==> src/rtl/hazard_pkg.sv <==
// hazard_pkg: shared opcode-class constants, forwarding-select encodings and
// the shadow-pipeline entry type for the hazard controller.
package hazard_pkg;

  // RV32I major opcodes, inst[6:2]
  localparam logic [4:0] OPC_LOAD   = 5'b00000;
  localparam logic [4:0] OPC_STORE  = 5'b01000;
  localparam logic [4:0] OPC_OP     = 5'b01100;
  localparam logic [4:0] OPC_OPIMM  = 5'b00100;
  localparam logic [4:0] OPC_BRANCH = 5'b11000;
  localparam logic [4:0] OPC_JAL    = 5'b11011;
  localparam logic [4:0] OPC_JALR   = 5'b11001;
  localparam logic [4:0] OPC_LUI    = 5'b01101;
  localparam logic [4:0] OPC_AUIPC  = 5'b00101;

  // EX operand source selects
  localparam logic [1:0] FWD_RF    = 2'b00;
  localparam logic [1:0] FWD_EXMEM = 2'b01;
  localparam logic [1:0] FWD_MEMWB = 2'b10;

  // Shadow stage indices
  localparam int NSTG    = 3;
  localparam int STG_EX  = 0;
  localparam int STG_MEM = 1;
  localparam int STG_WB  = 2;

  typedef struct packed {
    logic       valid;
    logic       writes;   // writes a non-zero rd
    logic       is_load;
    logic [4:0] rd;
  } shadow_t;

  typedef struct packed {
    logic uses_rs1;
    logic uses_rs2;
    logic writes;         // class writes rd (rd==0 not yet excluded)
    logic is_load;
  } opc_class_t;

  // Youngest-producer-wins operand select from per-stage match bits
  function automatic logic [1:0] fwd_pick(input logic act,
                                          input logic [NSTG-1:0] m);
    if (!act)              return FWD_RF;
    else if (m[STG_EX])    return FWD_EXMEM;
    else if (m[STG_MEM])   return FWD_MEMWB;
    else                   return FWD_RF;
  endfunction

endpackage

==> src/rtl/hazard_ctrl_if.sv <==
// hazard_ctrl_if: ID/EX-side signals of the hazard controller.
// master = the pipeline driving decoded fields, slave = hazard_ctrl.
interface hazard_ctrl_if #(parameter int CNT_W = 16);
  logic             id_valid;
  logic [4:0]       id_opcode;
  logic [4:0]       id_rs1_index;
  logic [4:0]       id_rs2_index;
  logic [4:0]       id_rd_index;
  logic             ex_branch_taken;
  logic             stall_if;
  logic             stall_id;
  logic             flush_id;
  logic             flush_ex;
  logic             issue;
  logic [1:0]       fwd_rs1_sel;
  logic [1:0]       fwd_rs2_sel;
  logic [CNT_W-1:0] stall_cycles;

  modport master (
    output id_valid, id_opcode, id_rs1_index, id_rs2_index, id_rd_index,
           ex_branch_taken,
    input  stall_if, stall_id, flush_id, flush_ex, issue,
           fwd_rs1_sel, fwd_rs2_sel, stall_cycles
  );

  modport slave (
    input  id_valid, id_opcode, id_rs1_index, id_rs2_index, id_rd_index,
           ex_branch_taken,
    output stall_if, stall_id, flush_id, flush_ex, issue,
           fwd_rs1_sel, fwd_rs2_sel, stall_cycles
  );
endinterface

==> src/rtl/hazard_ctrl_opcode_class.sv <==
// opcode_class: maps an RV32I opcode to its register-usage class.
// Unknown opcodes read and write nothing, so they never stall.
module opcode_class
  import hazard_pkg::*;
(
  input  logic [4:0] opcode_i,
  output opc_class_t cls_o
);

  // Opcode decode into source-use / write / load flags
  always_comb begin
    cls_o = '0;
    case (opcode_i)
      OPC_BRANCH, OPC_STORE: begin
        cls_o.uses_rs1 = 1'b1;
        cls_o.uses_rs2 = 1'b1;
      end
      OPC_OP: begin
        cls_o.uses_rs1 = 1'b1;
        cls_o.uses_rs2 = 1'b1;
        cls_o.writes   = 1'b1;
      end
      OPC_JALR, OPC_OPIMM: begin
        cls_o.uses_rs1 = 1'b1;
        cls_o.writes   = 1'b1;
      end
      OPC_LOAD: begin
        cls_o.uses_rs1 = 1'b1;
        cls_o.writes   = 1'b1;
        cls_o.is_load  = 1'b1;
      end
      OPC_LUI, OPC_AUIPC, OPC_JAL: begin
        cls_o.writes   = 1'b1;
      end
      default: cls_o = '0;
    endcase
  end

endmodule

==> src/rtl/hazard_ctrl.sv <==
// hazard_ctrl: ID-stage hazard / sequencing controller for the 5-stage core.
// Keeps a shadow {valid,writes,is_load,rd} of EX/MEM/WB and derives stall,
// flush, issue, EX forwarding selects and a saturating stall counter.
// Build option: FORWARDING_EN -- when defined, only load-use stalls and the
// forwarding selects are live; otherwise any EX/MEM RAW stalls and the
// selects are tied to the register file.
module hazard_ctrl
  import hazard_pkg::*;
#(
  parameter int CNT_W = 16
) (
  input  logic        clk,
  input  logic        rst,
  hazard_ctrl_if.slave hif
);

  opc_class_t               cls;
  shadow_t [NSTG-1:0]       sh_q, sh_d;
  logic    [NSTG-1:0]       m1, m2, ld_vec;
  logic                     rs1_act, rs2_act;
  logic                     load_use, hazard;
  logic                     stall, brk, issue;
  logic    [CNT_W-1:0]      cnt_q, cnt_d;

  opcode_class u_cls (
    .opcode_i (hif.id_opcode),
    .cls_o    (cls)
  );

  assign rs1_act = cls.uses_rs1 & (hif.id_rs1_index != 5'd0);
  assign rs2_act = cls.uses_rs2 & (hif.id_rs2_index != 5'd0);

  // Per-stage producer match against each ID source
  for (genvar s = 0; s < NSTG; s++) begin : g_match
    assign m1[s]     = sh_q[s].valid & sh_q[s].writes & (sh_q[s].rd == hif.id_rs1_index);
    assign m2[s]     = sh_q[s].valid & sh_q[s].writes & (sh_q[s].rd == hif.id_rs2_index);
    assign ld_vec[s] = sh_q[s].is_load;
  end

  // Load in EX feeding a live source: the value is not available until MEM/WB
  assign load_use = ld_vec[STG_EX] & ((rs1_act & m1[STG_EX]) | (rs2_act & m2[STG_EX]));

`ifdef FORWARDING_EN
  // Everything except load-use is covered by the bypass network
  assign hazard = load_use;
`else
  // No bypass: wait until the producer reaches WB (write-through regfile).
  // load_use is a subset of the EX match; kept so both builds share one term.
  localparam logic [NSTG-1:0] HZ_STAGES = 3'b011;
  assign hazard = load_use
                | (rs1_act & |(m1 & HZ_STAGES))
                | (rs2_act & |(m2 & HZ_STAGES));
`endif

  // A taken branch always wins over a stall; reset silences all controls
  assign brk   = ~rst & hif.ex_branch_taken;
  assign stall = ~rst & hif.id_valid & hazard & ~hif.ex_branch_taken;
  assign issue = ~rst & hif.id_valid & ~hazard & ~hif.ex_branch_taken;

  assign hif.stall_if = stall;
  assign hif.stall_id = stall;
  assign hif.flush_id = brk;
  assign hif.flush_ex = stall | brk;
  assign hif.issue    = issue;

  // Shadow advance: EX takes the issuing instruction or a bubble
  always_comb begin
    sh_d              = '0;
    if (issue) begin
      sh_d[STG_EX].valid   = 1'b1;
      sh_d[STG_EX].writes  = cls.writes & (hif.id_rd_index != 5'd0);
      sh_d[STG_EX].is_load = cls.is_load;
      sh_d[STG_EX].rd      = hif.id_rd_index;
    end
    sh_d[STG_MEM] = sh_q[STG_EX];
    sh_d[STG_WB]  = sh_q[STG_MEM];
  end

  // Saturating stall counter next state
  always_comb begin
    cnt_d = cnt_q;
    if (stall && (cnt_q != '1)) cnt_d = cnt_q + CNT_W'(1);
  end

  // Shadow pipeline and stall counter registers
  always_ff @(posedge clk) begin
    if (rst) begin
      sh_q  <= '0;
      cnt_q <= '0;
    end else begin
      sh_q  <= sh_d;
      cnt_q <= cnt_d;
    end
  end

  assign hif.stall_cycles = cnt_q;

`ifdef FORWARDING_EN
  logic [1:0] fwd1_q, fwd1_d, fwd2_q, fwd2_d;

  // Selects are resolved at ID and travel with the instruction into EX
  always_comb begin
    fwd1_d = FWD_RF;
    fwd2_d = FWD_RF;
    if (issue) begin
      fwd1_d = fwd_pick(rs1_act, m1);
      fwd2_d = fwd_pick(rs2_act, m2);
    end
  end

  // Forwarding select registers
  always_ff @(posedge clk) begin
    if (rst) begin
      fwd1_q <= FWD_RF;
      fwd2_q <= FWD_RF;
    end else begin
      fwd1_q <= fwd1_d;
      fwd2_q <= fwd2_d;
    end
  end

  assign hif.fwd_rs1_sel = fwd1_q;
  assign hif.fwd_rs2_sel = fwd2_q;
`else
  assign hif.fwd_rs1_sel = FWD_RF;
  assign hif.fwd_rs2_sel = FWD_RF;
`endif

endmodule

==> src/flat_wrapper.sv <==
// flat-port wrapper written by rule: the top's interface ports become plain ports
module hazard_ctrl_flat import hazard_pkg::*;
#(
  parameter int CNT_W = 16
)
  (clk, rst, hif_id_valid, hif_id_opcode, hif_id_rs1_index, hif_id_rs2_index, hif_id_rd_index, hif_ex_branch_taken, hif_stall_if, hif_stall_id, hif_flush_id, hif_flush_ex, hif_issue, hif_fwd_rs1_sel, hif_fwd_rs2_sel, hif_stall_cycles);
  hazard_ctrl_if #(.CNT_W(CNT_W)) hif_i ();
  input  logic clk;
  input  logic rst;
  input wire logic [$bits(hif_i.id_valid)-1:0] hif_id_valid;
  input wire logic [$bits(hif_i.id_opcode)-1:0] hif_id_opcode;
  input wire logic [$bits(hif_i.id_rs1_index)-1:0] hif_id_rs1_index;
  input wire logic [$bits(hif_i.id_rs2_index)-1:0] hif_id_rs2_index;
  input wire logic [$bits(hif_i.id_rd_index)-1:0] hif_id_rd_index;
  input wire logic [$bits(hif_i.ex_branch_taken)-1:0] hif_ex_branch_taken;
  output wire logic [$bits(hif_i.stall_if)-1:0] hif_stall_if;
  output wire logic [$bits(hif_i.stall_id)-1:0] hif_stall_id;
  output wire logic [$bits(hif_i.flush_id)-1:0] hif_flush_id;
  output wire logic [$bits(hif_i.flush_ex)-1:0] hif_flush_ex;
  output wire logic [$bits(hif_i.issue)-1:0] hif_issue;
  output wire logic [$bits(hif_i.fwd_rs1_sel)-1:0] hif_fwd_rs1_sel;
  output wire logic [$bits(hif_i.fwd_rs2_sel)-1:0] hif_fwd_rs2_sel;
  output wire logic [$bits(hif_i.stall_cycles)-1:0] hif_stall_cycles;
  assign hif_i.id_valid = hif_id_valid;
  assign hif_i.id_opcode = hif_id_opcode;
  assign hif_i.id_rs1_index = hif_id_rs1_index;
  assign hif_i.id_rs2_index = hif_id_rs2_index;
  assign hif_i.id_rd_index = hif_id_rd_index;
  assign hif_i.ex_branch_taken = hif_ex_branch_taken;
  assign hif_stall_if = hif_i.stall_if;
  assign hif_stall_id = hif_i.stall_id;
  assign hif_flush_id = hif_i.flush_id;
  assign hif_flush_ex = hif_i.flush_ex;
  assign hif_issue = hif_i.issue;
  assign hif_fwd_rs1_sel = hif_i.fwd_rs1_sel;
  assign hif_fwd_rs2_sel = hif_i.fwd_rs2_sel;
  assign hif_stall_cycles = hif_i.stall_cycles;
  hazard_ctrl #(.CNT_W(CNT_W)) u_core (.clk(clk), .rst(rst), .hif(hif_i));
endmodule
==> config.mk <==
export PLATFORM = sky130hd
export DESIGN_NAME = hazard_ctrl_flat
export DESIGN_NICKNAME = d
export VERILOG_FILES = /design/src/rtl/hazard_pkg.sv /design/src/rtl/hazard_ctrl_if.sv /design/src/rtl/hazard_ctrl_opcode_class.sv /design/src/rtl/hazard_ctrl.sv /design/src/flat_wrapper.sv
export SDC_FILE = /design/constraint.sdc
export NUM_CORES = 1
export LEC_CHECK = 0
export CAP_MARGIN = 20
export CORE_MARGIN = 2
export CORE_UTILIZATION = 40
export DETAILED_ROUTE_END_ITERATION = 12
export PLACE_DENSITY = 0.7
export SLEW_MARGIN = 20
export SYNTH_ARGS = -nofsm -noshare
export SYNTH_HDL_FRONTEND = slang
export SYNTH_SLANG_ARGS = --single-unit
==> constraint.sdc <==
create_clock -name clk -period 4.9 [get_ports clk]
set_clock_uncertainty 0.1 [all_clocks]
set_input_delay 1.225 -clock clk [delete_from_list [all_inputs] [get_ports clk]]
set_output_delay 1.225 -clock clk [all_outputs]
set_load 0.05 [all_outputs]
# [Word level (Yosys, flattened, before mapping)]
# Cells that the tools add are included.
[word_totals] reg_bits=31 inputBits=24 elab_cells=66
[op_classes] addsub=1 n_eq_ne=13 mux=5 bitwise_logic=28 reduce_logical=11
[op_table] op="1-bit bitwise AND" n=20
[op_table] op="5-bit == test" n=4
[op_table] op="16-bit by 1-bit adder with 16-bit output (second input constant)" n=1
[op_table] op="16-bit inequality test (second input constant)" n=1
[op_table] op="5-bit by 4-bit == test with 1-bit output (second input constant)" n=3
[op_table] op="5-bit == test (second input constant)" n=3
[op_table] op="5-bit nonzero test" n=3
[op_table] op="5-bit by 3-bit == test with 1-bit output (second input constant)" n=2
[op_table] op="8-bit two-way mux" n=1
[op_table] op="7-bit OR reduction" n=1
[op_table] op="2-bit OR reduction" n=3
[op_table] op="6-bit OR reduction" n=1
[op_table] op="5-bit zero test" n=1
[op_table] op="1-bit two-way mux" n=4
[op_table] op="1-bit inverter" n=4
[op_table] op="1-bit bitwise OR" n=4
[op_table] op="3-bit OR reduction" n=1
[op_table] op="1-bit logical AND" n=1

# [Logic depth before layout (Yosys ltp)]
# Gate-level depths: netlist (run 1).
[depth] ltp_word=14 depth_mapped=9 mapped_depth_nobuf=7

# [Hierarchy]
# Synthesis (run 1) repeated with hierarchy kept, for this count alone.
[hier_totals] hier_cells=195 area_unflattened_um2=1709.1
[by_module_without_submodules] mod="hazard_ctrl" n_inst=1 cells_each=185 area_each_um2=1640.3
[by_module_without_submodules] mod="opcode_class" n_inst=1 cells_each=10 area_each_um2=68.8

# [Least setup slack after synthesis (run 1)]
# No wires, ideal clock.
[synth_path] kind="input to output" from="input hif_id_rs1_index[2]" to="output hif_flush_ex" t_arrival_ps=3127 t_required_ps=3575 slack_ps=448 path_stages=6 path_cell_list="xnor2_1 > nand4_1 > o22ai_1 > o2bb2ai_1 > nor2b_1 > or2_2"
[synth_between] elab_chain_len=10 elab_cells_between_ends=16 cone_classes="eq/ne: 2; bitwise: 12; reduce/logical: 2"
[synth_lines] element="start: declaration" line="flat_wrapper.sv:12" source="input wire logic [$bits(hif_i.id_rs1_index)-1:0] hif_id_rs1_index;"
[synth_lines] element="5-bit == test or 5-bit nonzero test (tied branches)" line="hazard_ctrl.sv:35, hazard_ctrl.sv:30"
[synth_lines] element="1-bit bitwise AND (on tied branches)" line="hazard_ctrl.sv:35, hazard_ctrl.sv:30"
[synth_lines] element="1-bit bitwise AND" line="hazard_ctrl.sv:41" source="assign load_use = ld_vec[STG_EX] & ((rs1_act & m1[STG_EX]) | (rs2_act & m2[STG_EX]));"
[synth_lines] element="1-bit bitwise OR" line="hazard_ctrl.sv:41"
[synth_lines] element="1-bit bitwise AND" line="hazard_ctrl.sv:41"
[synth_lines] element="1-bit bitwise OR *" line="hazard_ctrl.sv:51" source="| (rs1_act & |(m1 & HZ_STAGES))"
[synth_lines] element="1-bit bitwise OR *" line="hazard_ctrl.sv:52" source="| (rs2_act & |(m2 & HZ_STAGES));"
[synth_lines] element="1-bit bitwise AND * (2 in series)" line="hazard_ctrl.sv:57" source="assign stall = ~rst & hif.id_valid & hazard & ~hif.ex_branch_taken;"
[synth_lines] element="net hif_stall_id" line="flat_wrapper.sv:17" source="output wire logic [$bits(hif_i.stall_id)-1:0] hif_stall_id;"
[synth_lines] element="1-bit bitwise OR *" line="hazard_ctrl.sv:63" source="assign hif.flush_ex = stall | brk;"
[synth_lines] element="end: declaration" line="flat_wrapper.sv:19" source="output wire logic [$bits(hif_i.flush_ex)-1:0] hif_flush_ex;"
# The timed path passes the listed nets; every way through them passes the cells marked *.

# [Final worst setup path (run 1)]
[layout_path] from="input hif_id_rs1_index[1]" to="output hif_flush_ex"
[layout_between] elab_chain_len=10 elab_cells_between_ends=16 cone_classes="eq/ne: 2; bitwise: 12; reduce/logical: 2"
[layout_lines] element="5-bit == test or 5-bit nonzero test (tied branches)" line="hazard_ctrl.sv:35, hazard_ctrl.sv:30"
[layout_lines] element="1-bit bitwise AND (on tied branches)" line="hazard_ctrl.sv:35, hazard_ctrl.sv:30"
[layout_lines] element="1-bit bitwise AND" line="hazard_ctrl.sv:41"
[layout_lines] element="1-bit bitwise OR" line="hazard_ctrl.sv:41"
[layout_lines] element="1-bit bitwise AND" line="hazard_ctrl.sv:41"
[layout_lines] element="1-bit bitwise OR *" line="hazard_ctrl.sv:51"
[layout_lines] element="1-bit bitwise OR *" line="hazard_ctrl.sv:52"
[layout_lines] element="1-bit bitwise AND * (2 in series)" line="hazard_ctrl.sv:57"
[layout_lines] element="1-bit bitwise OR *" line="hazard_ctrl.sv:63"
# Mark *: on every way between the ends. The rest lies on a longest branch, timed or not.

==> results.toml, run 1 <==
[clocking]
clock_path_buffers = 2
htreeDepth = 2
cts_setup_buffers = 0
cts_tree = "done"
ctsResizeCount = 0
root_buffer = "clkbuf_8"
clk_pin_slew_ps = 60
numCtsBuffers = 5
cts_hold_buf = 0
clock_latency_ps = 280
cts_sinks = 30

[setup_path]
r2r_cells = 7
end_kind = "output pin"
reg2reg_from = "u_core.hif.stall_cycles[0]"
cp-startpoint = "hif_id_rs1_index[1]"
startpoint_type = "input pin"
path_class = "in2out"
cp.required_ps = 3580
path_max_fanout = 3
crit_arrival_ps = 3420

[global_route]
grt_pass1_wl_um = 5920
use_met1 = 0.2216
first_global_vias = 1347
grt_use_met3 = 0.05167
overflow = 0
antenna_found_initial = 0
grt_use_met2 = 0.2745
grtUsageTotal = 0.1756
grt_max_degree = 28
grt_busiest_layer = "met2"

[pwr]
power.share.sequential = 0.448
power_density_nw_per_um2 = 251.1
p_clk_frac = 0.434
p_sw_w = 0.0001266
vdd_drop_max_mv = 0.1436
comb_power_share = 0.118
p_leak_nw = 0.7341
power.share.switching = 0.2279
p_int_w = 0.0004287

[worst_hold_path]
hold_path.class = "reg2reg"
hold_start = "u_core.sh_d[15]"
whs_path_depth = 1

[timing]
rsz0062_at_grt = "no"
hold_viol_final = 0
min_period_over_period = 0.9678
setup_tns_ps = 0
fin_crit_ps = 4742
max_freq_mhz = 210.9
drv_slew = 0
worstMarginPinSlew_ps = 619.0
setup_viol = 0
worst_slack_ps = 157.6
maxSlewHeadroom = 0.5859

[floorplan]
core_um2 = 3943
start_util = 0.4091
die_x_um = 67.50
die_area_um2 = 4556
ioPinCount = 49
fp-row-count = 23
die_y_um = 67.50

[final_layout]
final_common_cell = "clkdlybuf4s50_1"
mostFrequentLayoutCells = "clkdlybuf4s50_1, dfxtp_1, xnor2_1, nor2_1, nor2b_1"
antenna_cells = 0
final_nets = 253
final_cells = 279
drive_gt1_frac = 0.1048
syn_to_final_growth_pct = 37.08

[run_status]
status = "completed"

[placed_design]
dp_cells = 271
hpwl_um = 2788
numPortBuffers = 44
dp_slack_ps = 178.0
gp_congestion = 0.7954

[synth]
ys_seq_elements = 30
synthMuxAreaShare = 0.02715
synth_compound_area_frac = 0.1342
synthAdderAreaFrac = 0.007758
synth_area_um2 = 1613
ys.warnings.count = 0
ys_seq_area_frac = 0.3724
synth_edf_count = 0
synth_xor_area_frac = 0.1140
synthFlopType = "dfxtp_1"
synthDistinctLibCells = 39
synth-simple-area-share = 0.2863
syn_inst = 181
async_flop_share = 0
synth_top_family_by_area = "simple AND/OR/NAND/NOR gates"
avgSynthCellArea_um2 = 8.910

[route]
drc = 0
routedWlPerCell_um = 13.48
via_per_inst = 5.143
ant_nets = 0
drt-total-wl_um = 3760
num_vias = 1435
drt_iter0_markers = 57
dr.pass1.iters = 4

[flow_run]
drv_cap = 0
cell usage after synthesis, drive strengths merged (3+ instances only):
| cell | n | area, um^2 |
|---|---|---|
| nand2 | 5 | 18.77 |
| or3 | 9 | 61.31 |
| and2 | 5 | 31.28 |
| nand3 | 10 | 50.05 |
| nor2b | 13 | 81.33 |
| mux2 | 3 | 33.78 |
| xnor2 | 20 | 175.2 |
| o31ai | 4 | 30.03 |
| clkbuf | 3 | 11.26 |
| buf | 8 | 71.32 |
| o21ai | 8 | 40.03 |
| nand4 | 8 | 50.05 |
| or4 | 6 | 45.04 |
| nor2 | 14 | 52.55 |
| a21oi | 11 | 55.05 |
| dfxtp | 30 | 600.6 |
critical path: stages:
cell and delay (ps):
clkdlybuf4s50_1 470, or4_1 540, o22ai_1 240, nor2_1 70, o2bb2ai_1 170, nor2b_1 220, or2_2 290, buf_4 190
power groups by stage:
stage / logic (W) / registers, W / clock network [W]
after global routing: 0.0000703 / 0.000249 / 0.000256
final: 0.0000654 / 0.000249 / 0.000241
after global placement: 0.0000649 / 0.000254 / 0
after CTS: 0.0000655 / 0.000249 / 0.000247
after floorplan: 0.0000353 / 0.000254 / 0
after detailed placement: 0.0000651 / 0.000254 / 0
final cells by class:
type	instances	area (um^2)
clock buffers	5	68.82
clock inverters	3	40.04
fillers	361	1732
inverters	2	7.507
multi-input cells	141	933.4
flip-flops and latches	30	600.6
well taps	50	62.56
repair buffers	48	498.0
through the flow:
stage	hold slack (ps)	power (W)	cell area, um^2	utilization
5_1_grt	395.3	0.0005756	2211	0.5608
2_1_floorplan	359.4	0.0002889	1624	-
3_5_place_dp	377.5	0.0003194	2102	0.5332
4_1_cts	385.7	0.0005613	2211	0.5608
3_3_place_gp	378.1	0.0003192	2102	0.5332
6_report	385.4	0.0005552	2211	0.5608
metal layers:
metal  wire length (um)  part of all wire
met4                 68             0.018
met2               1726              0.46
met3                221             0.059
met1               1743              0.46
met5                  0                 0
state kept, by name, indices dropped and copies added (netlist names):
| signal | flops |
|---|---|
| u_core.hif.stall_cycles | 16 |
| u_core.sh_d | 14 |
worst paths after layout:
kind	to	slack (ps)
setup / recovery	hif_flush_ex	160
hold / removal	u_core.sh_d[23]	390
setup reg to reg	u_core.hif.stall_cycles[7]	2310
hold reg to reg	u_core.sh_d[23]	390
logic make-up (layout without fill, tap and decap cells):
logic type / count (synthesis) / after routing
AND/OR/NAND/NOR: 80 / 80
AO/OA/AOI/OAI: 31 / 31
flip-flops: 30 / 30
XOR/XNOR: 21 / 21
buffers and inverters: 13 / 58
multiplexers: 4 / 4
adder cells (fa/ha/maj): 1 / 1
other: 1 / 4
Power figures use the tool's default switching activity.
==> inputs of run 2 (changes only) <==
--- a/config.mk
+++ b/config.mk
@@ -6,11 +6,12 @@
 export NUM_CORES = 1
 export LEC_CHECK = 0
 export CAP_MARGIN = 20
-export CORE_MARGIN = 2
+export CORE_MARGIN = 1
 export CORE_UTILIZATION = 40
 export DETAILED_ROUTE_END_ITERATION = 12
-export PLACE_DENSITY = 0.7
+export PLACE_DENSITY = 0.69
 export SLEW_MARGIN = 20
 export SYNTH_ARGS = -nofsm -noshare
 export SYNTH_HDL_FRONTEND = slang
+export SYNTH_HIERARCHICAL = 1
 export SYNTH_SLANG_ARGS = --single-unit
==> run 2 against run 1 <==
Fmax rose by 1.7%. Via count rose by 7.7%. Cell count grew 3.2%. Die area fell by 1.0%. Power rose by 14%. Register-to-register slack better by 50 ps. Clock power increased by 32%. Routed wire length up 6.4%. Setup slack gained 79 ps. Worst hold slack worse by 14 ps.
==> results.toml, run 2 <==
[timing]
drv_slew = 0
worst_slack_ps = 236.5
maxSlewHeadroom = 0.6026
setup_viol = 0
fin_crit_ps = 4664
hold_viol_final = 0
worstMarginPinSlew_ps = 596.1
min_period_over_period = 0.9517
setup_tns_ps = 0
max_freq_mhz = 214.4
rsz0062_at_grt = "no"

[setup_path]
path_class = "in2out"
cp.required_ps = 3580
end_kind = "output pin"
path_max_fanout = 7
crit_arrival_ps = 3340
startpoint_type = "input pin"

[placed_design]
numPortBuffers = 44
gp_congestion = 0.8887
place_area_um2 = 2181
dp_slack_ps = 255.8
hpwl_um = 2964

[global_route]
grt_pass1_wl_um = 6575
overflow = 0
grtUsageTotal = 0.1984
grt_max_degree = 30
antenna_found_initial = 0
first_global_vias = 1385

[synth]
ys.warnings.count = 6
synth_area_um2 = 1698
syn_inst = 193
avgSynthCellArea_um2 = 8.797

[final_layout]
mostFrequentLayoutCells = "clkdlybuf4s50_1, dfxtp_1, xor2_1, nor2_1, nor2b_1"
nFillCells = 377
final_common_cell = "clkdlybuf4s50_1"
syn_to_final_growth_pct = 36.85
final_nets = 262
antenna_cells = 0
largest_reg_flops = 16
drive_gt1_frac = 0.09664
design_area_um2 = 2323

[floorplan]
start_util = 0.4214
die_y_um = 67.15
ioPinCount = 49
core_um2 = 4029
die_area_um2 = 4509
die_x_um = 67.15
fp-row-count = 23

[pwr]
power_density_nw_per_um2 = 271.7
p_clk_frac = 0.503
p_sw_w = 0.0001372
vdd_drop_max_mv = 0.1772
power.share.sequential = 0.394
comb_power_share = 0.103
p_leak_nw = 0.8430
power.share.switching = 0.2174
p_int_w = 0.0004940

[clocking]
numCtsBuffers = 5
htreeDepth = 2
root_buffer = "clkbuf_8"
clock_latency_ps = 290
cts_sinks = 30
ctsResizeCount = 0
cts_hold_buf = 0
clk_pin_slew_ps = 70
cts_setup_buffers = 0
cts_tree = "done"
clock_path_buffers = 2

[worst_hold_path]
hold_path.class = "reg2reg"

[route]
ant_nets = 0
drt_iter0_markers = 79
drc = 0
num_vias = 1545
routedWlPerCell_um = 13.89
drt-total-wl_um = 4000
via_per_inst = 5.365
dr.pass1.iters = 4

[flow_run]
drv_cap = 0

[run_status]
status = "completed"
## run 2: changes by cell type in the layout (fill, tap and decap cells not counted), sizes merged, moves of 4 or more
cell,change
or3,-7
o21ai,-4
nand4,-4
xnor2,-20
xor2,+19
nor4,+8
## run 2: layout make-up
type / count / area, um^2 / area share
clock inverter: 2 / 60.06 / 0.02585
inverter: 5 / 18.77 / 0.008078
multi-input combinational: 149 / 1003 / 0.4319
sequential: 30 / 600.6 / 0.2585
tap: 50 / 62.56 / 0.02693
clock buffer: 6 / 82.58 / 0.03554
timing repair buffer: 46 / 495.5 / 0.2132
## run 2: power groups by stage
stage,combinational (W),sequential [W],clock (W)
6_report,0.0000648,0.000249,0.000318
5_1_grt,0.0000703,0.000249,0.000334
4_1_cts,0.0000650,0.000249,0.000323
3_5_place_dp,0.0000649,0.000254,0
3_3_place_gp,0.0000645,0.000254,0
2_1_floorplan,0.0000361,0.000253,0
## run 2: path summary, 6_finish.rpt
| path | start | endpoint | slack [ps] | cells after the start |
|---|---|---|---|---|
| setup / recovery | hif_id_rs2_index[1] | hif_issue | 240 | 7 |
| setup reg to reg | u_core/hif.stall_cycles[3] | u_core/hif.stall_cycles[9] | 2360 | 6 |
| hold reg to reg | u_core/sh_d[15] | u_core/sh_d[23] | 370 | 1 |
| hold / removal | u_core/sh_d[15] | u_core/sh_d[23] | 370 | 1 |
## run 2: metrics by stage
stage	hold WS (ps)	instances	utilization	total power, W
2_1_floorplan	337.9	196	-	0.0002895
5_1_grt	385.4	288	0.5767	0.0006530
4_1_cts	373.6	288	0.5767	0.0006363
6_report	371.8	288	0.5767	0.0006313
3_5_place_dp	356.8	280	0.5413	0.0003191
3_3_place_gp	350.8	280	0.5413	0.0003187
## run 2: routing by layer
metal | up-vias | part of all wire | wire length (um) | GRT usage
li1 | 780 | - | - | -
met1 | 713 | 0.48 | 1919 | 0.2683
met2 | 46 | 0.46 | 1831 | 0.2988
met3 | 6 | 0.054 | 214 | 0.04054
met4 | 0 | 0.0085 | 34 | 0.09574
met5 | - | 0 | 0 | 0
## run 2: worst max-delay path, stage by stage
cell and delay [ps]:
clkdlybuf4s50_1 460, or4_1 530, o21ai_0 340, o22ai_1 170
buf_4 180, nor2_2 250, buf_12 180
==> inputs of run 3 (changes only) <==
--- a/config.mk
+++ b/config.mk
@@ -9,6 +9,7 @@
 export CORE_MARGIN = 1
 export CORE_UTILIZATION = 40
 export DETAILED_ROUTE_END_ITERATION = 12
+export GPL_TIMING_DRIVEN = 0
 export PLACE_DENSITY = 0.69
 export SLEW_MARGIN = 20
 export SYNTH_ARGS = -nofsm -noshare
==> run 3 against run 2 <==
Count of clock-buffer cells in the layout unchanged. Critical path type unchanged. Setup slack got worse by 120 ps. Fmax fell by 2.6%. Die area unchanged. Flip-flop and latch count is the same.
==> results.toml, run 3 (synthesized netlist as in run 2, its figures left out) <==
[timing]
fin_crit_ps = 4788
hold_viol_final = 0
min_period_over_period = 0.9771
rsz0062_at_grt = "no"
drv_slew = 0
hold_slack_ps = 362.1
worstMarginPinSlew_ps = 524.2
max_freq_mhz = 208.9
maxSlewHeadroom = 0.6505
setup_viol = 0

[final_layout]
final_nets = 273
drive_gt1_frac = 0.1285
nFillCells = 363
largest_reg_flops = 16
final_common_cell = "clkdlybuf4s50_1"
mostFrequentLayoutCells = "clkdlybuf4s50_1, dfxtp_1, xor2_1, nor2_1, nor2b_1"
multi_input_area_um2 = 1011
register_area_um2 = 600.6
antenna_cells = 0
design_area_um2 = 2374
final_util = 0.5891
syn_to_final_growth_pct = 39.79

[global_route]
antenna_found_initial = 0
grt_max_degree = 11
first_global_vias = 1493
grtUsageTotal = 0.2025
overflow = 0
grt_pass1_wl_um = 6900

[placed_design]
gp_congestion = 0.8741
numPortBuffers = 44
place_area_um2 = 2212
hpwl_um = 3056

[setup_path]
startpoint_type = "input pin"
crit_arrival_ps = 3460
cp.required_ps = 3580
path_class = "in2out"
path_max_fanout = 7
end_kind = "output pin"

[pwr]
p_int_w = 0.0004954
comb_power_share = 0.108
power.share.sequential = 0.393
p_leak_nw = 0.8728
power_density_nw_per_um2 = 266.4
p_total_w = 0.0006323
vdd_drop_max_mv = 0.1772
power.share.switching = 0.2166
p_clk_frac = 0.499
p_sw_w = 0.0001370

[route]
drt-total-wl_um = 4180
via_per_inst = 5.314
dr.pass1.iters = 5
ant_nets = 0
drt_iter0_markers = 52
routedWlPerCell_um = 13.98
num_vias = 1589
drc = 0

[clocking]
clock_latency_ps = 280
numCtsBuffers = 5
clock_path_buffers = 2
root_buffer = "clkbuf_8"
cts_sinks = 30
clk_pin_slew_ps = 70
htreeDepth = 2
cts_tree = "done"
cts_hold_buf = 0

[floorplan]
die_y_um = 67.15
die_area_um2 = 4509
die_x_um = 67.15
fp-row-count = 23
core_um2 = 4029
ioPinCount = 49
start_util = 0.4214

[run_status]
status = "completed"

[worst_hold_path]
hold_path.class = "reg2reg"

[flow_run]
drv_cap = 0
-- run 3: per-stage QoR --
step | worst slack (ps) | std cells | setup TNS, ps
after global placement | -866.6 | 290 | -2950
final | 112.0 | 299 | 0
after floorplan | 571.3 | 196 | 0
after CTS | 87.33 | 299 | 0
after detailed placement | -873.1 | 290 | -2945
after global routing | 12.72 | 299 | 0
-- run 3: area by class of cell --
type                            count  share of cell area
Multi-Input combinational cell    149              0.4259
Sequential cell                    30              0.2530
Timing Repair Buffer               45              0.1903
Buffer                             12             0.03637
Clock buffer                        6             0.03479
Tap cell                           50             0.02636
Clock inverter                      2             0.02530
Inverter                            5            0.007907
-- run 3: final timing paths --
check                                           startpoint                     endpoint  slack, ps  depth (start not counted)
worst max register to register  u_core/hif.stall_cycles[3]  u_core/hif.stall_cycles[13]       2600                          8
worst min-delay path                       u_core/sh_d[15]              u_core/sh_d[23]        360                          1
worst max-delay path                   hif_id_rs2_index[1]                    hif_issue        110                          7
worst min register to register             u_core/sh_d[15]              u_core/sh_d[23]        360                          1
-- run 3: per-layer routing --
layer / vias up / track usage / wire, um
met2: 30 / 0.3238 / 1955
met3: 4 / 0.04392 / 138
li1: 806 / - / -
met5: - / 0 / 0
met4: 0 / 0.05851 / 31
met1: 749 / 0.2716 / 2054
-- run 3: power by group through the flow --
| stage | logic, W | clock network (W) | registers [W] |
|---|---|---|---|
| 2_1_floorplan | 0.0000361 | 0 | 0.000253 |
| 3_3_place_gp | 0.0000665 | 0 | 0.000254 |
| 3_5_place_dp | 0.0000675 | 0 | 0.000254 |
| 4_1_cts | 0.0000680 | 0.000320 | 0.000249 |
| 5_1_grt | 0.0000729 | 0.000331 | 0.000249 |
| 6_report | 0.0000682 | 0.000316 | 0.000249 |
-- run 3: what timing repair did --
action / in CTS / in global routing
buffers inserted: 1 / 0
pin swaps: 1 / 0
setup endpoints to repair: 4 / 2
endpoints found under the hold margin: 0 / 0
resized for setup: 14 / 2
-- run 3: worst max-delay path, cell delays in order --
cell and delay, ps:
clkdlybuf4s50_1 470, or4_1 550, o21ai_1 300, o22ai_2 140, buf_4 190, nor2_2 190, clkdlybuf4s18_2 400
